===== src/rtl/mp_diff_restorer_if.sv =====
// Operand/result bundle for the multi-precision difference restorer.
interface mp_diff_restorer_if #(
    parameter int unsigned OPERAND_WIDTH = 512
);
    logic                     iStart;
    logic [OPERAND_WIDTH-1:0] iDiff;
    logic [OPERAND_WIDTH-1:0] iOpB;
    logic                     iSign;
    logic [OPERAND_WIDTH-1:0] oRes;
    logic                     oFlag;
    logic                     oBusy;
    logic                     oDone;

    // Requester side: issues operands and start, observes result.
    modport master (
        output iStart, iDiff, iOpB, iSign,
        input  oRes, oFlag, oBusy, oDone
    );

    // Restorer side.
    modport slave (
        input  iStart, iDiff, iOpB, iSign,
        output oRes, oFlag, oBusy, oDone
    );
endinterface


===== src/rtl/mp_diff_restorer.sv =====
// Word-serial restorer: rebuilds A = B + D (sign=0) or A = B - D (sign=1)
// one ADDER_WIDTH slice per cycle through a single shared adder.
module mp_diff_restorer #(
    parameter int unsigned OPERAND_WIDTH = 512,
    parameter int unsigned ADDER_WIDTH   = 64
) (
    input  logic              iClk,
    input  logic              iRstn,
    mp_diff_restorer_if.slave bus
);
    localparam int unsigned N_ITERATIONS = OPERAND_WIDTH / ADDER_WIDTH;
    localparam int unsigned CNT_W        = (N_ITERATIONS > 1) ? $clog2(N_ITERATIONS) : 1;
    localparam int unsigned SUM_W        = ADDER_WIDTH + 1;
    localparam int unsigned TOP_SHIFT    = OPERAND_WIDTH - ADDER_WIDTH;

    typedef enum logic [1:0] {
        IDLE = 2'd0,
        LOAD = 2'd1,
        ADD  = 2'd2,
        DONE = 2'd3
    } state_t;

    state_t                   state;
    logic [CNT_W-1:0]         cnt;
    logic [OPERAND_WIDTH-1:0] opB;
    logic [OPERAND_WIDTH-1:0] opD;
    logic [OPERAND_WIDTH-1:0] res;
    logic                     sign;
    logic                     carry;
    logic                     flag;
    logic                     busy;
    logic                     done;

    logic [ADDER_WIDTH-1:0]   wordB;
    logic [ADDER_WIDTH-1:0]   wordD;
    logic [SUM_W-1:0]         sumFull;

    // Shared adder on the low words; subtraction is B + ~D + 1 with the +1
    // coming in as the first-word carry.
    always_comb begin
        wordB   = opB[ADDER_WIDTH-1:0];
        wordD   = sign ? ~opD[ADDER_WIDTH-1:0] : opD[ADDER_WIDTH-1:0];
        sumFull = SUM_W'(wordB) + SUM_W'(wordD) + SUM_W'(carry);
    end

    // Control FSM plus operand/result shift registers and registered outputs.
    always_ff @(posedge iClk or negedge iRstn) begin
        if (!iRstn) begin
            state <= IDLE;
            cnt   <= '0;
            opB   <= '0;
            opD   <= '0;
            res   <= '0;
            sign  <= 1'b0;
            carry <= 1'b0;
            flag  <= 1'b0;
            busy  <= 1'b0;
            done  <= 1'b0;
        end else begin
            done <= 1'b0;
            case (state)
                IDLE: begin
                    if (bus.iStart) begin
                        state <= LOAD;
                        busy  <= 1'b1;
                    end
                end
                LOAD: begin
                    opB   <= bus.iOpB;
                    opD   <= bus.iDiff;
                    sign  <= bus.iSign;
                    carry <= bus.iSign;
                    cnt   <= '0;
                    state <= ADD;
                end
                ADD: begin
                    opB   <= opB >> ADDER_WIDTH;
                    opD   <= opD >> ADDER_WIDTH;
                    res   <= (res >> ADDER_WIDTH)
                           | (OPERAND_WIDTH'(sumFull[ADDER_WIDTH-1:0]) << TOP_SHIFT);
                    carry <= sumFull[ADDER_WIDTH];
                    cnt   <= cnt + CNT_W'(1);
                    if (cnt == CNT_W'(N_ITERATIONS - 1)) begin
                        state <= DONE;
                    end
                end
                DONE: begin
                    // Sub mode: no final carry means a borrow (D > B).
                    flag  <= sign ? ~carry : carry;
                    done  <= 1'b1;
                    busy  <= 1'b0;
                    state <= IDLE;
                end
                default: begin
                    state <= IDLE;
                    busy  <= 1'b0;
                end
            endcase
        end
    end

    assign bus.oRes  = res;
    assign bus.oFlag = flag;
    assign bus.oBusy = busy;
    assign bus.oDone = done;

endmodule


===== src/flat_wrapper.sv =====
// flat-port wrapper written by rule: the top's interface ports become plain ports
module mp_diff_restorer_flat 
#(
    parameter int unsigned OPERAND_WIDTH = 512,
    parameter int unsigned ADDER_WIDTH   = 64
)
  (iClk, iRstn, bus_iStart, bus_iDiff, bus_iOpB, bus_iSign, bus_oRes, bus_oFlag, bus_oBusy, bus_oDone);
  mp_diff_restorer_if #(.OPERAND_WIDTH(OPERAND_WIDTH)) bus_i ();
  input  logic iClk;
  input  logic iRstn;
  input wire logic [$bits(bus_i.iStart)-1:0] bus_iStart;
  input wire logic [$bits(bus_i.iDiff)-1:0] bus_iDiff;
  input wire logic [$bits(bus_i.iOpB)-1:0] bus_iOpB;
  input wire logic [$bits(bus_i.iSign)-1:0] bus_iSign;
  output wire logic [$bits(bus_i.oRes)-1:0] bus_oRes;
  output wire logic [$bits(bus_i.oFlag)-1:0] bus_oFlag;
  output wire logic [$bits(bus_i.oBusy)-1:0] bus_oBusy;
  output wire logic [$bits(bus_i.oDone)-1:0] bus_oDone;
  assign bus_i.iStart = bus_iStart;
  assign bus_i.iDiff = bus_iDiff;
  assign bus_i.iOpB = bus_iOpB;
  assign bus_i.iSign = bus_iSign;
  assign bus_oRes = bus_i.oRes;
  assign bus_oFlag = bus_i.oFlag;
  assign bus_oBusy = bus_i.oBusy;
  assign bus_oDone = bus_i.oDone;
  mp_diff_restorer #(.OPERAND_WIDTH(OPERAND_WIDTH), .ADDER_WIDTH(ADDER_WIDTH)) u_core (.iClk(iClk), .iRstn(iRstn), .bus(bus_i));
endmodule

===== config.mk =====
export PLATFORM = sky130hd
export DESIGN_NAME = mp_diff_restorer_flat
export DESIGN_NICKNAME = d
export VERILOG_FILES = /design/src/rtl/mp_diff_restorer_if.sv /design/src/rtl/mp_diff_restorer.sv /design/src/flat_wrapper.sv
export SDC_FILE = /design/constraint.sdc
export NUM_CORES = 2
export LEC_CHECK = 0
export CORE_AREA = 2 2 608 610
export CTS_BUF_LIST = sky130_fd_sc_hd__clkbuf_4
export DETAILED_ROUTE_END_ITERATION = 6
export DIE_AREA = 0 0 610 612
export SLEW_MARGIN = 20
export SYNTH_ARGS = -nofsm -noshare
export SYNTH_HDL_FRONTEND = slang
export SYNTH_SLANG_ARGS = --single-unit

===== constraint.sdc =====
create_clock -name iClk -period 3.8 [get_ports iClk]
set_input_delay 1.14 -clock iClk [delete_from_list [all_inputs] [get_ports iClk]]
set_output_delay 1.14 -clock iClk [all_outputs]
set_load 0.02 [all_outputs]

After elaboration in Yosys (flattened, before gate mapping)
Cells that the tools add are included.
{"block": "op_classes", "n_addsub": 3, "eq_ne": 6, "n_mux": 12, "bitwise": 3, "reduce_logical": 5}
{"op": "case mux 512 bit (2 select lines)", "count": 2}
{"op": "bitwise OR 448 x 512 -> 512 bit", "count": 1}
{"op": "adder 64 x 64 -> 65 bit", "count": 1}
{"op": "adder 65 x 1 -> 65 bit", "count": 1}
{"op": "two-way mux 64 bit", "count": 1}
{"op": "NOT 64 bit", "count": 1}
{"op": "case mux 2 bit (4 select lines)", "count": 1}
{"op": "case mux 3 bit (2 select lines)", "count": 1}
{"op": "== test 2 bit (second input constant)", "count": 2}
{"op": "two-way mux 2 bit", "count": 2}
{"op": "case mux 1 bit (2 select lines)", "count": 2}
{"op": "AND reduction 2 bit", "count": 2}
{"op": "nonzero test 2 bit", "count": 2}
{"op": "adder 3 x 1 -> 3 bit (second input constant)", "count": 1}
{"op": "== test 3 bit (second input constant)", "count": 1}
{"op": "two-way mux 1 bit", "count": 3}
{"op": "== test 2 x 1 -> 1 bit (second input constant)", "count": 1}
{"op": "logical NOT 2 bit", "count": 1}
{"op": "!= test 2 x 1 -> 1 bit (second input constant)", "count": 1}
{"op": "!= test 2 bit (second input constant)", "count": 1}
{"op": "NOT 1 bit", "count": 1}
{"block": "totals", "regBits": 1546, "input_bits": 1028}

Longest topological paths before layout
{"block": "logic_depth", "ltp_word": 5, "ltp_mapped": 16}

Worst setup path after synthesis
Ideal clock, no wire load.
{"block": "synth_path", "path_type": "register -> register", "from": "register u_core.sign", "to": "register u_core.res[511] (netlist: u_core.bus.oRes[511])", "setup_ns": 0.125, "arrival_time_ns": 3.641, "t_required_ns": 3.675, "path_slack_ns": 0.034, "path_stages_with_launch": 16, "path_buffers": 3, "period_less_slack_ns": 3.766, "path_cell_list": "dfrtp_1 clkbuf_1 clkbuf_1 buf_1 xor2_1 ha_1 o211ai_1 a21o_1 a31oi_4 a41o_1 nor4b_4 o31ai_4 a211oi_4 o41ai_2 xor2_1 mux2_2"}
{"block": "synth_between", "elab_chain_cells": 4}
{"element": "start, declared", "line": "mp_diff_restorer.sv:28", "rtl": "logic sign;"}
{"element": "start signal, assigned", "line": "mp_diff_restorer.sv:71", "rtl": "sign <= bus.iSign;"}
{"element": "two-way mux 64 bit", "line": "mp_diff_restorer.sv:42", "rtl": "wordD = sign ? ~opD[ADDER_WIDTH-1:0] : opD[ADDER_WIDTH-1:0];"}
{"element": "adder 64 x 64 -> 65 bit", "line": "mp_diff_restorer.sv:43", "rtl": "sumFull = SUM_W'(wordB) + SUM_W'(wordD) + SUM_W'(carry);"}
{"element": "adder 65 x 1 -> 65 bit", "line": "mp_diff_restorer.sv:43"}
{"element": "bitwise OR 448 x 512 -> 512 bit", "line": "mp_diff_restorer.sv:80", "rtl": "| (OPERAND_WIDTH'(sumFull[ADDER_WIDTH-1:0]) << TOP_SHIFT);"}
{"element": "end signal, assigned", "line": "mp_diff_restorer.sv:79", "rtl": "res <= (res >> ADDER_WIDTH)"}
{"element": "end, declared", "line": "mp_diff_restorer.sv:27", "rtl": "logic [OPERAND_WIDTH-1:0] res;"}
Every way passes these cells.
A chain may end at the register's enable or synchronous reset.

Worst setup path after layout
Same ends and word-level chain as after synthesis.

==> results.yml <==
outcome:
  outcome: "completed"
route:
  drt_wl_total_um: 346000
  first_pass_iters: 7
  post_drt_wl_per_cell_um: 26.2
  detail_route.vias_per_cell: 4.17
  drc: 0
  vias: 55102
  ant_nets: 0
  first_iter_violations: 4360
global_routing:
  grt_usage_pct: 17.9
  grt_start_max_net_pins: 233
  grt_pass1_vias: 54678
  grt.overflow.total: 0
  grt_pass1_wl_um: 462000
  antenna_found_initial: 132
power_and_ir_drop:
  leakage_nw: 40.5
  cell_internal_pwr_mw: 59.4
  p_sw_mw: 51.2
  power.density_nw_per_um2: 1130
  power_frac_seq_pct: 30.5
  clkPwrFrac_pct: 14.6
  switching_share_pct: 46.3
  ir_worst_vdd_mv: 1.09
  power_frac_comb_pct: 54.9
cells_and_area:
  drive_gt1_share_pct: 21.0
  areaGrowthSynthToFinish_pct: 41.3
  nets: 9046
  fillers: 39266
  regArea_sq_um: 38700
  multi_input_area_sq_um: 29100
  final_area_sq_um: 98000
  final_util_pct: 26.7
  stdcell_count: 13213
place:
  gp_congestion: 0.905
  portBuffers: 1542
  hpwlAfterDp_um: 282000
  dp.cells: 12333
  placed_cell_area_sq_um: 92200
yosys:
  yosysWarnings: 0
  yosys.cell_count.top_type: "dfrtp_1"
  synth-seq-area-share_pct: 55.8
  synth_area_per_cell_sq_um: 11.4
  ys_top_cells_by_count: "dfrtp_1 (1546), a21oi_1 (978), nor2_1 (954)"
  synth.top_cell.area_share_pct: 55.8
  synth_edf_count: 0
  synthCells: 6087
  syn_area_sq_um: 69300
  yosys_register_bits: 1546
  post-synth-top-area-cell: "dfrtp_1"
  synth.area.top_cells: "dfrtp_1 (56%), mux2i_1 (13%), mux2_2 (8.2%), a21oi_1 (7.1%), nor2_1 (5.2%)"
  syn_nets: 7186
  async_flop_share_pct: 100
  synth_ff_type: "dfrtp_1"
  ys_types: 68
worst_setup_path:
  cp-end-kind: "flop"
  crit_family: "compound AO/OA/AOI/OAI gates"
  crit_buf_inv: 4
  critPathKind: "flop to flop"
  worst_path_largest_cell_delay_ns: 0.50
  cp-start-kind: "flop"
  critical_path.slowest_cell: "dfrtp_4"
  arrival_ns: 4.92
  crit_chain: "buf_12, buf_6, xor2_1, ha_1, buf_4, nand2_1, nor2_4, and4b_1, a41o_2, nor4b_4, buf_4, o31ai_4, a211oi_4, o41ai_2, xor2_1, mux2_2"
  crit_fanout: 14
  crit_required_ns: 5.02
cts:
  cts_root_buf: "clkbuf_4"
  clk_pin_slew_ns: 0.07
  cts_sinks: 1546
  cts_max_path_buffers: 4
  cts_tree: "yes"
  htreeDepth: 5
  clk_latency_ns: 1.42
  numCtsBuffers: 442
floorplan:
  fp.dieW_um: 610
  core_sq_um: 367000
  row_count: 223
  io_pins: 1543
  dieArea_sq_um: 373000
  start_util_pct: 18.9
  die_h_um: 612
worst_hold_path:
  hold_class: "primary input to flop"
job:
  maxCapViolCount: 0
sta:
  slew-limit-headroom_pct: 28.1
  setup_viol: 0
  hold_violations: 0
  timing.fmax_mhz: 271
  hold_ws_ns: 0.341
  finalClockSkew_ns: 0.161
  tns_ns: 0
  post-route-min-period_ns: 3.69
  final_max_slew_viol_count: 0
  worstMarginPinSlew_ns: 1.08
  rsz0062_at_grt: "true"
  period_share_pct: 97.2
==> worst reg2reg max path: cells and delay by family, from the launching register on <==
| kind | cells | cell delay (ns) |
|---|---|---|
| AO/OA/AOI/OAI | 4 | 0.78 |
| AND/OR/NAND/NOR | 4 | 0.71 |
| buffers and inverters | 4 | 0.68 |
| flip-flops | 1 | 0.50 |
| XOR/XNOR | 2 | 0.33 |
| adder cells (fa/ha/maj) | 1 | 0.32 |
| multiplexers | 1 | 0.27 |
==> placed cells by master (no fill, tap or decap), types with 24 or more instances in the layout <==
cell type,count
a21o_1,24
a21oi_1,973
a31o_2,129
buf_12,57
buf_4,245
clkbuf_4,651
clkdlybuf4s50_1,1241
clkinv_1,86
clkinv_2,28
dfrtp_1,1499
dfrtp_2,46
diode_2,81
dlygate4sd2_1,288
ha_1,65
mux2_2,502
mux2i_1,897
nand2_1,71
nand4_1,24
nor2_1,951
nor2b_1,139
o21ai_0,41
xnor2_1,33
xor2_1,88
==> per-stage QoR <==
step	setup WS, ns	power [mW]
floorplan	0.0340	68.3
global placement	-0.396	95.2
detailed placement	-0.345	95.9
CTS	0.0000717	112
global route	-0.00409	118
finish	0.106	111
==> path summary, 6_finish.rpt <==
kind	from	endpoint	slack [ns]	cells past startpoint
setup / recovery	u_core.sign	u_core.bus.oRes[511]	0.11	16
hold / removal	bus_iOpB[108]	u_core.opB[108]	0.34	3
setup reg to reg	u_core.sign	u_core.bus.oRes[511]	0.11	16
hold reg to reg	u_core.bus.oRes[131]	u_core.bus.oRes[67]	0.49	1
max in group asynchronous	iRstn	u_core.opD[261]	2.06	3
min in group asynchronous	iRstn	u_core.bus.oRes[446]	0.36	2
==> power by group through the flow <==
stage	Sequential, mW	Clock (mW)	Combinational (mW)
6_report	33.8	16.1	60.7
5_1_grt	34.7	17.6	65.9
4_1_cts	34.0	16.8	60.9
3_5_place_dp	34.3	0	61.6
3_3_place_gp	34.1	0	61.1
2_1_floorplan	32.7	0	35.6
==> logic make-up after synthesis <==
| group | Yosys count | synth area share, % |
|---|---|---|
| DFF | 1546 | 55.8 |
| and+or+nand+nor | 1246 | 7.55 |
| muxes | 1400 | 21.1 |
| adders and majority gates | 71 | 1.30 |
| AOI/OAI and AO/OA | 1254 | 10.2 |
| buffers and inverters | 448 | 2.45 |
| xor gates and xnor gates | 122 | 1.54 |
==> sequential cells by signal (all words and copies together) (netlist names) <==
| signal | flops |
|---|---|
| u_core.bus.oBusy | 1 |
| u_core.bus.oDone | 1 |
| u_core.bus.oFlag | 1 |
| u_core.bus.oRes | 512 |
| u_core.carry | 1 |
| u_core.cnt | 3 |
| u_core.opB | 512 |
| u_core.opD | 512 |
| u_core.sign | 1 |
| u_core.state | 2 |
==> layer usage <==
metal	track usage [%]	up-vias	routed length [um]
met5	0	-	218
met4	8.23	32	16100
met3	3.68	580	18700
met2	31.2	1819	174000
met1	20.9	27125	137000
li1	-	25546	-
==> area by class of cell <==
cell class,count,share of cell area [%]
Sequential cell,1546,39.6
Clock buffer,651,4.99
Antenna cell,81,0.207
Timing Repair Buffer,1846,18.5
Clock inverter,141,0.810
Multi-Input combinational cell,4093,29.7
Inverter,18,0.0741
Tap cell,4837,6.18
==> repair_timing <==
action	CTS	global route
pin swaps	6	12
resized for setup	379	34
setup endpoints to repair	317	19
buffers inserted	3	3
hold buffers	1	0
hold endpoints to repair	60	0
Power figures use the tool's default switching activity.
